[src/rtl/ram_arb_pkg.sv]
// ram_arb_pkg -- shared definitions for the two-client RAM arbiter.
//   DATA_W_DEF / ADDR_W_DEF / DEPTH_DEF : default data width, address width
//                                         and RAM depth
//   state_e                             : controller state (INIT clear sweep,
//                                         RUN arbitration)
package ram_arb_pkg;

  localparam int DATA_W_DEF = 4;
  localparam int ADDR_W_DEF = 8;
  localparam int DEPTH_DEF  = 8;

  typedef enum logic {
    INIT = 1'b0,
    RUN  = 1'b1
  } state_e;

endpackage

[src/rtl/rr_arb2.sv]
// rr_arb2 -- two-way round-robin arbiter.
//   clk, rst_n : clock, asynchronous active-low reset
//   req[1:0]   : request vector (already masked for eligibility by the caller)
//   grant[1:0] : one-hot combinational grant, zero when nothing requests
// A single priority flop records which client wins a tie. It favours client 0
// out of reset and flips to the other client whenever someone is granted, so a
// tie always goes to the client that was not granted most recently.
module rr_arb2 (
  input  logic       clk,
  input  logic       rst_n,
  input  logic [1:0] req,
  output logic [1:0] grant
);

  logic prio_reg;  // 0: client 0 wins a tie, 1: client 1 wins a tie

  always_comb begin
    grant = 2'b00;
    case (req)
      2'b01:   grant = 2'b01;
      2'b10:   grant = 2'b10;
      2'b11:   grant = prio_reg ? 2'b10 : 2'b01;
      default: grant = 2'b00;
    endcase
  end

  always_ff @(posedge clk or negedge rst_n) begin
    if (!rst_n) begin
      prio_reg <= 1'b0;
    end else if (|grant) begin
      // Whoever just won loses the next tie.
      prio_reg <= grant[0];
    end
  end

endmodule

[src/rtl/ram_arb2.sv]
// ram_arb2 -- two-client arbiter in front of a single-port-pair RAM.
//   clk, rst_n                          : clock, asynchronous active-low reset
//   cN_req/cN_we/cN_addr/cN_wdata       : client N request, held until cN_gnt
//   cN_gnt/cN_err                       : one-cycle accept pulse, out-of-range flag
//   cN_rvalid/cN_rdata                  : read-return pulse and data for client N
//   write_en/write_addr/write_data      : RAM write port (registered)
//   read_en/read_addr                   : RAM read port (registered)
//   read_data                           : RAM registered read data, 1-cycle latency
//   init_done                           : clear sweep finished, arbitration enabled
// After reset the controller writes zero to every RAM word, then arbitrates one
// access per cycle between the clients. Reads return two cycles after the
// arbitration decision, routed only to the client that issued them.
module ram_arb2
  import ram_arb_pkg::*;
#(
  parameter int DATA_W = DATA_W_DEF,
  parameter int ADDR_W = ADDR_W_DEF,
  parameter int DEPTH  = DEPTH_DEF
) (
  input  logic              clk,
  input  logic              rst_n,
  input  logic              c0_req,
  input  logic              c0_we,
  input  logic [ADDR_W-1:0] c0_addr,
  input  logic [DATA_W-1:0] c0_wdata,
  output logic              c0_gnt,
  output logic              c0_err,
  output logic              c0_rvalid,
  output logic [DATA_W-1:0] c0_rdata,
  input  logic              c1_req,
  input  logic              c1_we,
  input  logic [ADDR_W-1:0] c1_addr,
  input  logic [DATA_W-1:0] c1_wdata,
  output logic              c1_gnt,
  output logic              c1_err,
  output logic              c1_rvalid,
  output logic [DATA_W-1:0] c1_rdata,
  output logic              write_en,
  output logic [ADDR_W-1:0] write_addr,
  output logic [DATA_W-1:0] write_data,
  output logic              read_en,
  output logic [ADDR_W-1:0] read_addr,
  input  logic [DATA_W-1:0] read_data,
  output logic              init_done
);

  localparam int CNT_W = (DEPTH > 1) ? $clog2(DEPTH) : 1;
  localparam logic [CNT_W-1:0]  LAST_WORD = CNT_W'(DEPTH - 1);
  localparam logic [ADDR_W:0]   DEPTH_EXT = (ADDR_W + 1)'(DEPTH);

  // ---------------------------------------------------------------------------
  // Controller FSM: state register / next state / outputs
  // ---------------------------------------------------------------------------
  state_e           state_reg, state_next;
  logic [CNT_W-1:0] sweep_reg;
  logic             sweep_active;
  logic             init_done_next;
  logic             init_done_reg;

  always_ff @(posedge clk or negedge rst_n) begin
    if (!rst_n) begin
      state_reg <= INIT;
      sweep_reg <= '0;
    end else begin
      state_reg <= state_next;
      if (state_reg == INIT) begin
        sweep_reg <= sweep_reg + 1'b1;
      end
    end
  end

  always_comb begin
    state_next = state_reg;
    case (state_reg)
      INIT:    if (sweep_reg == LAST_WORD) state_next = RUN;
      RUN:     state_next = RUN;
      default: state_next = INIT;
    endcase
  end

  always_comb begin
    sweep_active   = (state_reg == INIT);
    // init_done follows RUN by one edge, so the last sweep write is on the
    // bus before anything is granted.
    init_done_next = (state_reg == RUN);
  end

  always_ff @(posedge clk or negedge rst_n) begin
    if (!rst_n) begin
      init_done_reg <= 1'b0;
    end else begin
      init_done_reg <= init_done_next;
    end
  end

  // ---------------------------------------------------------------------------
  // Arbitration
  // ---------------------------------------------------------------------------
  logic [1:0]        gnt_reg;
  logic [1:0]        err_reg;
  logic [1:0]        eligible;
  logic [1:0]        win;
  logic              win_any;
  logic              win_we;
  logic [ADDR_W-1:0] win_addr;
  logic [DATA_W-1:0] win_wdata;
  logic              win_in_range;

  // A client holding gnt this cycle is still presenting the request it was
  // just granted for, so it must sit out one round.
  assign eligible = {c1_req, c0_req} & ~gnt_reg & {2{init_done_reg}};

  rr_arb2 u_rr (
    .clk   (clk),
    .rst_n (rst_n),
    .req   (eligible),
    .grant (win)
  );

  assign win_any      = |win;
  assign win_we       = win[1] ? c1_we    : c0_we;
  assign win_addr     = win[1] ? c1_addr  : c0_addr;
  assign win_wdata    = win[1] ? c1_wdata : c0_wdata;
  assign win_in_range = ({1'b0, win_addr} < DEPTH_EXT);

  always_ff @(posedge clk or negedge rst_n) begin
    if (!rst_n) begin
      gnt_reg <= 2'b00;
      err_reg <= 2'b00;
    end else begin
      gnt_reg <= win;
      err_reg <= win & {2{~win_in_range}};
    end
  end

  // ---------------------------------------------------------------------------
  // RAM ports: the clear sweep owns the write port during INIT
  // ---------------------------------------------------------------------------
  logic              write_en_reg;
  logic [ADDR_W-1:0] write_addr_reg;
  logic [DATA_W-1:0] write_data_reg;
  logic              read_en_reg;
  logic [ADDR_W-1:0] read_addr_reg;

  always_ff @(posedge clk or negedge rst_n) begin
    if (!rst_n) begin
      write_en_reg   <= 1'b0;
      write_addr_reg <= '0;
      write_data_reg <= '0;
      read_en_reg    <= 1'b0;
      read_addr_reg  <= '0;
    end else begin
      write_en_reg <= 1'b0;
      read_en_reg  <= 1'b0;
      if (sweep_active) begin
        write_en_reg   <= 1'b1;
        write_addr_reg <= ADDR_W'(sweep_reg);
        write_data_reg <= '0;
      end else if (win_any && win_in_range) begin
        if (win_we) begin
          write_en_reg   <= 1'b1;
          write_addr_reg <= win_addr;
          write_data_reg <= win_wdata;
        end else begin
          read_en_reg   <= 1'b1;
          read_addr_reg <= win_addr;
        end
      end
    end
  end

  // ---------------------------------------------------------------------------
  // Read return tracking
  // ---------------------------------------------------------------------------
  logic       rd_pend_reg;   // read_en is on the bus this cycle
  logic       rd_owner_reg;  // client that issued it
  logic [1:0] rvalid_reg;

  always_ff @(posedge clk or negedge rst_n) begin
    if (!rst_n) begin
      rd_pend_reg  <= 1'b0;
      rd_owner_reg <= 1'b0;
      rvalid_reg   <= 2'b00;
    end else begin
      rd_pend_reg <= win_any && win_in_range && !win_we && !sweep_active;
      if (win_any) begin
        rd_owner_reg <= win[1];
      end
      rvalid_reg <= rd_pend_reg ? (rd_owner_reg ? 2'b10 : 2'b01) : 2'b00;
    end
  end

  // ---------------------------------------------------------------------------
  // Outputs. read_data is already a RAM register output, so gating it with the
  // registered rvalid keeps every client output flop-driven.
  // ---------------------------------------------------------------------------
  assign c0_gnt     = gnt_reg[0];
  assign c1_gnt     = gnt_reg[1];
  assign c0_err     = err_reg[0];
  assign c1_err     = err_reg[1];
  assign c0_rvalid  = rvalid_reg[0];
  assign c1_rvalid  = rvalid_reg[1];
  assign c0_rdata   = rvalid_reg[0] ? read_data : '0;
  assign c1_rdata   = rvalid_reg[1] ? read_data : '0;
  assign write_en   = write_en_reg;
  assign write_addr = write_addr_reg;
  assign write_data = write_data_reg;
  assign read_en    = read_en_reg;
  assign read_addr  = read_addr_reg;
  assign init_done  = init_done_reg;

endmodule
[config.mk]
export PLATFORM = sky130hd
export DESIGN_NAME = ram_arb2
export DESIGN_NICKNAME = d
export VERILOG_FILES = /design/src/rtl/ram_arb_pkg.sv /design/src/rtl/rr_arb2.sv /design/src/rtl/ram_arb2.sv
export SDC_FILE = /design/constraint.sdc
export NUM_CORES = 1
export LEC_CHECK = 0
export BUFFER_PORTS_ARGS = -buffer_cell sky130_fd_sc_hd__buf_2
export CAP_MARGIN = 10
export CORE_ASPECT_RATIO = 0.75
export CORE_MARGIN = 8
export CORE_UTILIZATION = 41
export DETAILED_ROUTE_END_ITERATION = 10
export GPL_ROUTABILITY_DRIVEN = 0
export PLACE_DENSITY = 0.75
export SYNTH_ARGS = -nofsm -noshare
export SYNTH_HDL_FRONTEND = slang
export SYNTH_HIERARCHICAL = 1
export SYNTH_SLANG_ARGS = --single-unit
export TNS_END_PERCENT = 20
[constraint.sdc]
create_clock -name clk -period 2.6 [get_ports clk]
set_clock_uncertainty 0.05 [all_clocks]
set_input_delay 0.52 -clock clk [delete_from_list [all_inputs] [get_ports clk]]
set_output_delay 0.52 -clock clk [all_outputs]
set_load 0.005 [all_outputs]
After elaboration in Yosys (flattened, before gate mapping)
Cells that the tools add are included.
- add/subtract/negate cells: 1
- $lt $le $gt $ge: 1
- equality and inequality tests: 6
- mux-type cells: 23
- bitwise gates (word level): 7
- reduce and logical (&&, ||, !) cells: 7
- operators with widths (kind ; number):
    8-bit 2-to-1 mux ; 4
    4-bit 2-to-1 mux ; 6
    8-bit by 4-bit < comparator with 1-bit output (second input constant) ; 1
    1-bit 2-to-1 mux ; 8
    2-bit bitwise AND ; 3
    2-bit 2-to-1 mux ; 3
    2-bit case mux with 3 select lines ; 1
    2-bit equality test (second input constant) ; 2
    2-bit by 1-bit != test with 1-bit output (second input constant) ; 2
    3-bit by 1-bit adder with 3-bit output (second input constant) ; 1
    3-bit equality test (second input constant) ; 1
    1-bit logical AND ; 3
    1-bit NOT ; 3
    3-bit AND reduction ; 1
    2-bit by 1-bit equality test with 1-bit output (second input constant) ; 1
    2-bit NOT ; 1
    1-bit case mux with 2 select lines ; 1
    2-bit AND reduction ; 1
    2-bit OR reduction ; 1
    1-bit logical NOT ; 1
- register bits after elaboration: 36
- input bits: 34
- output and inout port bits: 37
- word-level logic and storage cells: 59

Logic depth before layout (Yosys ltp)
- depth after elaboration: 10
- mapped depth: 10
- mapped depth without buffers: 8

Modules after synthesis
Netlist, hierarchy kept.
- by module, submodules not included (module ; instances ; cells each ; area each (um2) ; sequential area each (um2)):
    ram_arb2 ; 1 ; 110 ; 1430.1 ; 850.8
    rr_arb2 ; 1 ; 6 ; 53.8 ; 25.0

Worst setup path after synthesis
No wires, ideal clock.
- path kind: input to register
- start: input c0_req
- end: register write_addr_reg[1] (netlist: write_addr[1])
- arrival time: 2.658 ns
- data required time: 2.422 ns
- setup slack: -0.235 ns
- cell stages on the path: 9
- path buffers: 1
- cell sequence: nand2_1 > nor2_1 > nand2b_1 > and2_1 > or4_1 > a222oi_1 > buf_4 > mux2_1 > mux2_1
- word-level cells in the longest chain between the ends: 9
- elaborated cells on any way between the ends: 17
- classes of those cells: order compare (1); eq/ne (5); mux (6); bitwise (2); reduce/logical (3)
- RTL lines (what ; RTL line ; RTL):
    start: declaration ; ram_arb2.sv:22 ; input logic c0_req,
    2-bit bitwise AND * (2 in series) ; ram_arb2.sv:111 ; assign eligible = {c1_req, c0_req} & ~gnt_reg & {2{init_done_reg}};
    via eligible[0] ; ram_arb2.sv:101 ; logic [1:0] eligible;
    2-bit equality test / 2-bit by 1-bit equality test with 1-bit output (equally long branches) ; rr_arb2.sv:19 ; case (req)
    2-bit case mux with 3 select lines * ; rr_arb2.sv:19 ;
    via win[1] ; ram_arb2.sv:102 ; logic [1:0] win;
    8-bit 2-to-1 mux ; ram_arb2.sv:122 ; assign win_addr = win[1] ? c1_addr : c0_addr;
    8-bit by 4-bit < comparator with 1-bit output ; ram_arb2.sv:124 ; assign win_in_range = ({1'b0, win_addr} < DEPTH_EXT);
    1-bit logical AND ; ram_arb2.sv:159 ; end else if (win_any && win_in_range) begin
    2-bit by 1-bit != test with 1-bit output (no line) ; - ;
    2-bit AND reduction (no line) ; - ;
    end signal: assignment ; ram_arb2.sv:157 ; write_addr_reg <= ADDR_W'(sweep_reg);
    end signal: assignment ; ram_arb2.sv:162 ; write_addr_reg <= win_addr;
    end: declaration ; ram_arb2.sv:140 ; logic [ADDR_W-1:0] write_addr_reg;
Mark *: on every way through the listed nets, which the timed path passes. The rest lies on a longest branch. The select of a mux whose other input is x is not followed.
A chain may end at the register's enable or synchronous reset.

Final worst setup path
- start: register gnt_reg[1]
- end: register write_addr_reg[2] (netlist: write_addr[2])
- word-level cells in the longest chain between the ends: 10
- elaborated cells on any way between the ends: 18
- classes of those cells: order compare (1); eq/ne (5); mux (6); bitwise (3); reduce/logical (3)
- RTL lines (what ; RTL line ; RTL):
    start: declaration ; ram_arb2.sv:99 ; logic [1:0] gnt_reg;
    start signal: assignment ; ram_arb2.sv:131 ; gnt_reg <= win;
    2-bit NOT * ; ram_arb2.sv:111 ;
    2-bit bitwise AND * (2 in series) ; ram_arb2.sv:111 ;
    via eligible[1] ; ram_arb2.sv:101 ;
    2-bit equality test / 2-bit by 1-bit equality test with 1-bit output (equally long branches) ; rr_arb2.sv:19 ;
    2-bit case mux with 3 select lines * ; rr_arb2.sv:19 ;
    via win[1] ; ram_arb2.sv:102 ;
    8-bit 2-to-1 mux ; ram_arb2.sv:122 ;
    8-bit by 4-bit < comparator with 1-bit output ; ram_arb2.sv:124 ;
    1-bit logical AND ; ram_arb2.sv:159 ;
    2-bit by 1-bit != test with 1-bit output (no line) ; - ;
    2-bit AND reduction (no line) ; - ;
Marks and branches as above.

==> qor.csv <==
stage,metric,value,unit
run_status,run status,"finished, final reports clean",
timing,maximum achievable frequency,395,MHz
timing,normalized max-slew margin,50.5,%
pwr,P_leak,1.20,nW
timing,unrepaired setup endpoints after global routing,yes,
grt,Total Routing Usage GR,13.8,%
timing,max-slew violation total from the final report,0,
cts,H-tree depth,2,
synthesis,register bit count reported by yosys,35,
worst_setup_path,launching element type of the critical path,register,
place,Post-DP HPWL,2.99,mm
grt,wire length of the first global-routing pass,6.23,mm
timing,final clock period utilization by the worst path,97.3,%
timing,Post-Route Setup TNS,0,ns
routing,post-route antenna net violation count,0,
cts,register clock-pin slew on the reported worst setup and hold paths,0.07,ns
pwr,maximum vdd drop,0.476,mV
floorplan,die outline area,5820,um2
floorplan,area of the core region,3570,um2
timing,Tmin final,2.53,ns
finish,share of cells above drive strength 1,53.5,%
synthesis,syn nets,152,
synthesis,yosys warns,6,
grt,pin count of the biggest net entering global routing,36,
cts,root buffer selected by CTS,clkbuf_8,
grt,antenna violations before repair,0,
cts,clock tree from TritonCTS,yes,
cts,buffer depth of the longest clock path,2,
floorplan,site row count,19,
worst_setup_path,class of the most critical setup path,register to register,
cts,clock latency on the worst-skew pair,0.29,ns
timing,setup violation total in the final timing report,0,
routing,detailed-route vias per instance,4.92,
synthesis,sequential cell area fraction in the yosys report,59.0,%
routing,Detailed Route WL,3.85,mm
cts,CTS buffer count,5,
worst_setup_path,required time reported for the critical path endpoint,2.72,ns
grt,via count of the first global-routing pass,1352,
floorplan,I/O pin count,71,
floorplan,initial core utilization,41.6,%
synthesis,number of standard cells after synthesis,116,
worst_setup_path,CP Data Arrival Time,2.65,ns
floorplan,horizontal die dimension,85.5,um
synthesis,post-synthesis average cell area,12.8,um2
routing,final routed DRC violation total,0,
routing,number of DRC markers in iteration 0,25,
grt,remaining global-route overflow,0,
worst_setup_path,critical path peak fanout,7,
routing,detailed-route via count,1181,
routing,WL per Instance,16.0,um
routing,number of iterations in the first detailed-routing pass,4,
synthesis,total standard cell area after synthesis,1480,um2
synthesis,count of different cell masters after synthesis,32,
run,maxcap violations,0,
cts,number of clock sinks,35,
finish,Antenna Cells,0,
min_path,type of the most critical hold path,input pin to asynchronous set/reset pin,
finish,layout net count,233,
finish,final instance area,2080,um2
place,area after detailed placement,1940,um2
worst_setup_path,Setup crit end kind,register,
timing,Worst Max-Slew Pin Slew,0.742,ns
finish,area growth from synthesis to final layout,40.3,%
floorplan,vertical die dimension,68.1,um
place,PortBufs,70,
pwr,total power divided by cell area,670,nW/um2
timing,"Hold Vio Cnt, Final",0,
==> layout by cell type, fill, tap and decap left out, types with 2 or more instances in the layout <==
| cell type | instances |
|---|---|
| buf_4 | 9 |
| mux2_2 | 6 |
| ha_1 | 2 |
| mux2i_1 | 4 |
| clkbuf_8 | 6 |
| nand2b_1 | 2 |
| buf_2 | 70 |
| nand2_1 | 7 |
| o211a_1 | 4 |
| dfrtp_1 | 35 |
| inv_1 | 3 |
| mux2_4 | 5 |
| mux2_1 | 3 |
| nor2b_1 | 7 |
| o21ai_0 | 2 |
| and2_1 | 9 |
| and3_1 | 5 |
==> worst paths after layout <==
path | slack (ns) | to | depth (start not counted) | from
max | 0.07 | write_addr[2] | 7 | gnt_reg[1]
min | 0.24 | read_addr[6] | 1 | rst_n
max reg2reg | 0.07 | write_addr[2] | 7 | gnt_reg[1]
min reg2reg | 0.39 | rvalid_reg[0] | 1 | rd_owner_reg
max in group asynchronous | 1.79 | err_reg[1] | 1 | rst_n
min in group clk | 0.39 | rvalid_reg[0] | 1 | rd_owner_reg
==> cells in the mapped netlist <==
master,count,share of area [%]
dfrtp_1,35,59
and2_1,10,4.2
mux2_1,7,5.3
mux2_2,7,5.3
nand2_1,7,1.8
nor2b_1,7,3.0
and3_1,6,2.5
mux2i_1,4,2.7
o211a_1,4,2.7
inv_1,3,0.76
clkbuf_1,2,0.51
ha_1,2,1.7
nand2b_1,2,0.84
o21ai_0,2,0.67
a21bo_2,1,0.67
a21boi_0,1,0.51
a222oi_1,1,0.67
a22oi_1,1,0.51
and3b_1,1,0.59
buf_1,1,0.25
buf_2,1,0.34
buf_4,1,0.51
nand3b_1,1,0.51
nor2_1,1,0.25
o22ai_1,1,0.42
o31a_1,1,0.59
or2_2,1,0.42
or3_1,1,0.42
or3b_1,1,0.59
or4_1,1,0.51
or4b_1,1,0.67
xnor2_1,1,0.59
==> report_power, final <==
part	switching, mW	internal (mW)
logic	0.106	0.148
registers	0.0366	0.607
clock network	0.188	0.310
==> through the flow <==
step                      std cells  total power, mW  hold slack, ns  utilization [%]  setup slack (ns)
after detailed placement        230            0.904           0.388             54.4            -0.165
final                           240             1.40           0.245             58.4            0.0699
after floorplan                 116            0.768           0.174                -           -0.0577
after CTS                       238             1.41           0.267             57.7           0.00853
after global routing            240             1.47           0.299             58.4           -0.0439
after global placement          230            0.888           0.379             54.4           -0.0993
==> logic make-up (layout without fill, tap and decap cells) <==
family / after synthesis / count (layout) / synth area share (%)
AND/OR/NAND/NOR: 40 / 40 / 16.3
AO/OA/AOI/OAI: 12 / 12 / 6.75
multiplexers: 18 / 18 / 13.3
adder cells (fa/ha/maj): 2 / 2 / 1.69
XOR/XNOR: 1 / 1 / 0.590
buffers and inverters: 8 / 90 / 2.36
flip-flops: 35 / 35 / 59.0
==> metal layers <==
layer	up-vias	part of all wire [%]	GRT usage, %	wire (um)
met5	-	0	0	0
met4	0	1.9	5.43	72
met3	7	12	8.03	467
met2	57	45	23.0	1750
met1	554	41	14.3	1560
li1	563	-	-	-
==> cell type report <==
type	count	area, um2
clock buffers	6	82.6
clock inverters	2	35.0
fillers	294	1480
inverters	3	11.3
multi-input cells	73	607
flip-flops and latches	35	876
well taps	42	52.6
repair buffers	79	418
==> worst max-delay path, stage by stage (launching register included) <==
cell and delay (ns):
dfrtp_1 0.37, and3b_2 0.25, and2_4 0.18, or4b_4 0.47
a222oi_1 0.33, buf_4 0.21, mux2_4 0.30, mux2_4 0.26
==> timing repair <==
item                                    4_1_cts  5_1_grt
setup buffers                                 0        2
hold buffers                                  0        0
gates resized for setup                       0        4
endpoints found under the setup margin        0        6
No activity file was read; power rests on OpenSTA's default activity.
